===== config.mk =====
export PLATFORM = sky130hd
export DESIGN_NAME = tlul_data_integ_enc_buf
export DESIGN_NICKNAME = d
export VERILOG_FILES = /design/src/rtl/tlul_pkg.sv /design/src/rtl/prim_secded_inv_39_32_dec.sv /design/src/rtl/prim_secded_inv_39_32_enc.sv /design/src/rtl/tlul_data_integ_enc_buf.sv
export SDC_FILE = /design/constraint.sdc
export NUM_CORES = 1
export LEC_CHECK = 0
export ABC_AREA = 1
export ABC_CLOCK_PERIOD_IN_PS = 2300
export BUFFER_PORTS_ARGS = -buffer_cell sky130_fd_sc_hd__buf_4
export CAP_MARGIN = 20
export CORE_ASPECT_RATIO = 0.7
export CORE_MARGIN = 1.5
export CORE_UTILIZATION = 52
export DETAILED_ROUTE_END_ITERATION = 7
export PLACE_DENSITY = 0.77
export RECOVER_POWER = 100
export SLEW_MARGIN = 20
export SYNTH_ARGS = -nofsm -noshare
export SYNTH_HDL_FRONTEND = slang
export SYNTH_SLANG_ARGS = --single-unit

===== constraint.sdc =====
create_clock -name clk_i -period 2.3 [get_ports clk_i]
set_clock_uncertainty 0.1 [all_clocks]
set_input_delay 0.115 -clock clk_i [delete_from_list [all_inputs] [get_ports clk_i]]
set_output_delay 0.115 -clock clk_i [all_outputs]
set_load 0.01 [all_outputs]

===== src/rtl/tlul_pkg.sv =====
// Shared TL-UL constants: data/integrity widths, inverted-code constant,
// and the skid buffer occupancy states.
package tlul_pkg;

  localparam int unsigned DataMaxWidth  = 32;
  localparam int unsigned DataIntgWidth = 7;
  // XOR applied to the check bits so an all-zero word is not a valid codeword
  localparam logic [DataIntgWidth-1:0] DataIntgInv = 7'h2A;

  // Encoding doubles as the entry count
  typedef enum logic [1:0] {
    BufEmpty = 2'd0,
    BufOne   = 2'd1,
    BufFull  = 2'd2
  } buf_state_e;

endpackage


===== src/rtl/prim_secded_inv_39_32_dec.sv =====
// Combinational inverted SECDED(39,32) decoder with single-bit correction.
module prim_secded_inv_39_32_dec
  import tlul_pkg::*;
(
  input  logic [38:0] data_i,
  output logic [31:0] data_o,
  output logic [6:0]  syndrome_o,
  output logic [1:0]  err_o
);

  // Parity-check rows: data participation plus the check bit itself
  localparam logic [6:0][38:0] DecMask = {
    39'h40_98505586, 39'h20_2DCC624C, 39'h10_C2C1323B, 39'h08_31234ED1,
    39'h04_413D89AA, 39'h02_DEBA8050, 39'h01_2606BD25
  };

  logic [38:0] raw;
  logic [6:0]  col;

  // Undo the inversion, compute syndrome, flip the data bit it points at
  always_comb begin
    raw        = data_i ^ {DataIntgInv, 32'h0};
    syndrome_o = '0;
    data_o     = data_i[31:0];
    col        = '0;
    for (int k = 0; k < 7; k++) begin
      syndrome_o[k] = ^(raw & DecMask[k]);
    end
    for (int i = 0; i < 32; i++) begin
      for (int k = 0; k < 7; k++) begin
        col[k] = DecMask[k][i];
      end
      data_o[i] = data_i[i] ^ (syndrome_o == col);
    end
    err_o[0] = ^syndrome_o;
    err_o[1] = (|syndrome_o) & ~(^syndrome_o);
  end

endmodule


===== src/rtl/prim_secded_inv_39_32_enc.sv =====
// Combinational inverted SECDED(39,32) encoder: {intg[6:0], data[31:0]}.
module prim_secded_inv_39_32_enc
  import tlul_pkg::*;
(
  input  logic [31:0] data_i,
  output logic [38:0] data_o
);

  // Data-bit participation of each check bit (index k -> check bit k)
  localparam logic [6:0][31:0] EncMask = {
    32'h98505586, 32'h2DCC624C, 32'hC2C1323B, 32'h31234ED1,
    32'h413D89AA, 32'hDEBA8050, 32'h2606BD25
  };

  logic [6:0] intg;

  // Even parity per check bit, then inversion
  always_comb begin
    intg = '0;
    for (int k = 0; k < 7; k++) begin
      intg[k] = ^(data_i & EncMask[k]);
    end
    data_o = {intg ^ DataIntgInv, data_i};
  end

endmodule


===== src/rtl/tlul_data_integ_enc_buf.sv =====
// TL-UL transmit-side data integrity encoder behind a 2-entry skid buffer.
// Outputs come straight from registers; a re-decode of the head entry
// raises a sticky alert.
module tlul_data_integ_enc_buf
  import tlul_pkg::*;
#(
  parameter int unsigned DataWidth   = DataMaxWidth,
  parameter int unsigned IntgWidth   = DataIntgWidth,
  parameter bit          EnableCheck = 1'b1
) (
  input  logic                          clk_i,
  input  logic                          rst_i,
  input  logic                          valid_i,
  output logic                          ready_o,
  input  logic [DataWidth-1:0]          data_i,
  output logic                          valid_o,
  input  logic                          ready_i,
  output logic [DataWidth+IntgWidth-1:0] data_intg_o,
  output logic [1:0]                    count_o,
  output logic                          intg_fault_o
);

  localparam int unsigned CwWidth = DataWidth + IntgWidth;

  if (DataWidth != 32 || IntgWidth != 7) begin : g_bad_param
    $error("tlul_data_integ_enc_buf: only DataWidth=32, IntgWidth=7 supported");
  end

  buf_state_e         state_q, state_d;
  logic [CwWidth-1:0] head_q, head_d, skid_q, skid_d, enc_cw;
  logic               push, pop, chk_err, fault_q;

  prim_secded_inv_39_32_enc u_enc (
    .data_i (data_i),
    .data_o (enc_cw)
  );

  assign ready_o      = (state_q != BufFull);
  assign valid_o      = (state_q != BufEmpty);
  assign count_o      = state_q;
  assign push         = valid_i & ready_o;
  assign pop          = valid_o & ready_i;
  assign data_intg_o  = head_q;
  assign intg_fault_o = fault_q;

  // Next occupancy and entry contents; the skid entry only fills while the head is stalled
  always_comb begin
    state_d = state_q;
    head_d  = head_q;
    skid_d  = skid_q;
    case (state_q)
      BufEmpty: begin
        if (push) begin
          state_d = BufOne;
          head_d  = enc_cw;
        end
      end
      BufOne: begin
        if (push && !pop) begin
          state_d = BufFull;
          skid_d  = enc_cw;
        end else if (push && pop) begin
          head_d = enc_cw;
        end else if (pop) begin
          state_d = BufEmpty;
        end
      end
      BufFull: begin
        if (pop) begin
          state_d = BufOne;
          head_d  = skid_q;
        end
      end
      default: state_d = BufEmpty;
    endcase
  end

  // Buffer registers; reset discards anything in flight
  always_ff @(posedge clk_i) begin
    if (rst_i) begin
      state_q <= BufEmpty;
      head_q  <= '0;
      skid_q  <= '0;
    end else begin
      state_q <= state_d;
      head_q  <= head_d;
      skid_q  <= skid_d;
    end
  end

  // Only a valid head is checked: the stale head of an empty buffer is not a codeword
  if (EnableCheck) begin : g_check
    logic [31:0] dec_data;
    logic [6:0]  dec_syn;
    logic [1:0]  dec_err;
    logic        unused_dec;

    prim_secded_inv_39_32_dec u_dec (
      .data_i     (head_q),
      .data_o     (dec_data),
      .syndrome_o (dec_syn),
      .err_o      (dec_err)
    );

    assign unused_dec = ^{dec_data, dec_syn};
    assign chk_err    = valid_o & (|dec_err);
  end else begin : g_no_check
    assign chk_err = 1'b0;
  end

  // Sticky alert, cleared only by reset
  always_ff @(posedge clk_i) begin
    if (rst_i)        fault_q <= 1'b0;
    else if (chk_err) fault_q <= 1'b1;
  end

endmodule


==> out/qor.csv <==
stage,metric,value,unit
die,std cell rows,30,
sta,Fmax,398,MHz
setup_path,Reg2Reg Depth,14,
status,failing checks,setup timing,
global_routing,largest net degree at the start of global routing,38,
cts,maximum buffer depth of the clock tree,2,
die,num ports,80,
global_routing,initial antenna violation count,0,
sta,worst slew pin tran,484,ps
die,die area,10600,µm²
setup_path,r2r setup slk,-220,ps
setup_path,Worst Setup End Kind,flop,
hold_path,Worst Hold Depth,3,
setup_path,crit-path max cell delay,350,ps
setup_path,worst path cell trace,"inv_1, nand2_1, nand2_2, xor2_1, xor2_1, xor2_1, xor2_2, ha_4, xnor2_2, xnor2_1, nor2_1, nand3_1, nand2_1, a21oi_1",
sta,final setup fails,1,
yosys,Mapped Nets,774,
layout,# nets final,894,
drt,number of DRC markers in iteration 0,614,
setup_path,Worst R2R Start,data_intg_o[13],
yosys,Synth Area in XOR/XNOR,23.4,%
pwr,Static Leak,3.14,nW
drt,vias after detailed routing,5321,
hold_path,HP Start,data_i[7],
pwr,Switching Share,36.3,%
setup_path,critical path arrival,2670,ps
yosys,post-synthesis mux area share,0,%
setup_path,critical path data required time,2460,ps
placement,DP Worst Slack,-116,ps
pwr,Final Total Pwr,5.46,mW
yosys,Synth cell types,26,
hold_path,Min-Delay Endpoint,data_intg_o[7],
layout,fin area,6670,µm²
setup_path,crit path max-delay cell type,dfxtp_2,
die,Initial Utilization,53.4,%
setup_path,CP Max Fanout,4,
drt,Routed Antenna Nets,0,
pwr,Clk pwr share,27.4,%
cts,total CTS buffers,9,
cts,clock transition at the registers of the reported paths,70,ps
status,outcome,"finished, violations left",
yosys,Post-Synth Simple-Gate Area,20.9,%
global_routing,first-pass GRT wire length,23700,µm
layout,share of layout cells above drive strength 1,20.7,%
placement,placed cell area,6110,µm²
placement,post-DP HPWL,11300,µm
pwr,Seq pwr share,29.5,%
layout,Ant. Diodes,0,
setup_path,Top Family by Delay on Critical Path,XOR/XNOR gates,
global_routing,global route overflow,0,
setup_path,CP startpoint kind,flop,
cts,Clock Latency Late Sink,340,ps
yosys,post-synthesis instance total,735,
hold_path,Hold WC Path Type,in2reg,
cts,Root Driver,clkbuf_16,
placement,port bufs,79,
cts,CTS tree,done,
cts,CTS H-Tree Depth,3,
drt,drt wl/cell,15.6,µm
pwr,P_int,3.48,mW
setup_path,cell repeated most along the worst path,xor2_1,
sta,final period utilization,109,%
yosys,post-synthesis compound-gate area fraction,15.5,%
setup_path,CP Buf/Inv Count,1,
global_routing,vias in the first global route,4769,
setup_path,Setup Crit Path Kind,reg2reg,
yosys,Adder-Cell Fraction of Synth Area,0.725,%
die,die height,86.5,µm
global_routing,GRT Resource Usage Total,28.7,%
setup_path,Reg2Reg Capture Point,intg_fault_o,
sta,setup ws final,-216,ps
drt,vias per cell,5.39,
sta,"Hold Violations, Final",0,
sta,fin. max-slew vios,0,
yosys,syn avg cell area,7.04,µm²
cts,clk sink count,81,
yosys,register area share after synthesis,31.3,%
sta,worst rel slew slack,67.7,%
yosys,largest family of logic cells by synthesized area,XOR/XNOR gates,
placement,Routability Congestion,0.895,
die,Placeable Area,9680,µm²
yosys,Syn. warnings,0,
yosys,Post-Syn Area,5170,µm²
yosys,synthesized flop and latch total,81,
job,Max Cap Violations,0,
sta,Final min period,2520,ps
drt,Residual DRC,0,
pwr,maximum vdd drop,0.447,mV
sta,RSZ-0062 raised after global routing,true,
pwr,Comb pwr share,43.1,%
pwr,pwr/cell area,819,nW/µm²
drt,"wirelength, routed",15400,µm
drt,DRT Pass-1 Iters,5,
die,die width,122,µm
pwr,net switching power,1.98,mW
layout,Area growth syn-to-layout,28.8,%
==> state kept, by name (all words and copies together), names as in the netlist <==
signal and count:
count_o 2, data_intg_o 39, intg_fault_o 1, skid_q 39
==> worst max-delay path by stage <==
stage | end | cells after the start | slack, ps | from
global placement | intg_fault_o | 15 | -20 | data_intg_o[31]
floorplan | intg_fault_o | 15 | 2 | data_intg_o[9]
CTS | intg_fault_o | 15 | -80 | data_intg_o[30]
global route | intg_fault_o | 14 | -360 | data_intg_o[10]
detailed placement | intg_fault_o | 15 | -120 | data_intg_o[9]
finish | intg_fault_o | 14 | -220 | data_intg_o[13]
==> layout by cell type, fill, tap and decap left out, types with 2 or more instances in the layout <==
cell | Yosys | routed
buf_4 | 0 | 116
a21oi_1 | 34 | 34
clkbuf_16 | 0 | 9
dfxtp_1 | 81 | 72
inv_1 | 60 | 59
inv_6 | 0 | 3
nand3_1 | 27 | 27
nand2_1 | 181 | 178
xnor2_2 | 6 | 9
clkbuf_1 | 23 | 10
inv_2 | 8 | 9
o21ai_0 | 59 | 59
xor2_2 | 1 | 3
a21oi_2 | 4 | 4
xnor2_1 | 66 | 63
dlygate4sd3_1 | 0 | 17
o21ai_1 | 18 | 18
nor2_1 | 52 | 52
or2_1 | 4 | 4
nand2_2 | 3 | 6
nor2_4 | 2 | 2
ha_4 | 0 | 2
xor2_1 | 59 | 57
a311oi_1 | 6 | 6
dfxtp_2 | 0 | 9
a31oi_1 | 23 | 23
==> power groups by stage <==
| stage | combinational, mW | clock, mW | sequential [mW] |
|---|---|---|---|
| 3_5_place_dp | 2.02 | 0 | 1.63 |
| 3_3_place_gp | 1.94 | 0 | 1.63 |
| 2_1_floorplan | 1.39 | 0 | 1.66 |
| 5_1_grt | 2.60 | 1.56 | 1.62 |
| 4_1_cts | 2.06 | 1.50 | 1.60 |
| 6_report | 2.36 | 1.50 | 1.61 |
==> cell families (layout without fill, tap and decap cells) <==
family / Yosys count / after routing
XOR/XNOR: 132 / 132
flip-flops: 81 / 81
AND/OR/NAND/NOR: 270 / 270
buffers and inverters: 103 / 228
AO/OA/AOI/OAI: 146 / 146
adder cells (fa/ha/maj): 3 / 3
==> layer usage <==
metal | vias up | GRT usage (%) | wire (µm) | part of all wire, %
met1 | 2445 | 43.7 | 7370 | 48
met2 | 258 | 42.8 | 6450 | 42
li1 | 2592 | - | - | -
met4 | 0 | 7.40 | 228 | 1.5
met3 | 26 | 3.42 | 1370 | 8.9
met5 | - | 0 | 0 | 0
==> cells in the mapped netlist <==
master    instances  share of area [%]
inv_1            60                4.4
nand2_1         181                 13
xor2_2            1               0.31
nand2_2           3               0.36
nor2_4            2               0.44
dfxtp_1          81                 31
xor2_1           59                 10
or2_1             4               0.48
xnor2_1          66                 11
a21oi_2           4               0.68
o211ai_1          1               0.15
buf_2             9               0.87
nand3b_1          1               0.15
o21ai_0          59                5.7
a21oi_1          34                3.3
xnor2_2           6                1.9
o21ai_2           1               0.17
o21ai_1          18                1.7
nand3_1          27                2.6
buf_6             3               0.65
inv_2             8               0.58
ha_1              3               0.73
a311oi_1          6                1.0
clkbuf_1         23                1.7
a31oi_1          23                2.8
nor2_1           52                3.8
==> area by class of cell <==
type	instances	area [µm²]
inverter	68	255
sequential	81	1630
fill	800	3020
clock buffer	9	225
multi-input combinational	551	3210
timing repair buffer	144	1100
clock inverter	7	83.8
tap	128	160
==> worst reg2reg max path: stages (launching register included) <==
cell     delay (ps)
dfxtp_2         350
inv_1            50
nand2_1          90
nand2_2          90
xor2_1          180
xor2_1          180
xor2_1          250
xor2_2          220
ha_4            240
xnor2_2         180
xnor2_1         150
nor2_1           70
nand3_1          80
nand2_1          50
a21oi_1         160
==> stage by stage <==
step	setup TNS, ps	utilization, %	instances	hold WS (ps)
finish	-216	68.8	988	7.19
global route	-359	68.8	988	18.7
CTS	-81.6	68.2	984	3.56
detailed placement	-116	63.1	950	316
global placement	-20.3	63.1	950	308
floorplan	0	-	735	154
==> what timing repair did <==
action                                 CTS  global route
resized for setup                        4            14
endpoints found under the hold margin   20             0
hold buffers                            17             0
buffers inserted                         1             4
pin swaps                                5            12
setup endpoints to repair                1             1
(Power assumes the default switching activity.)
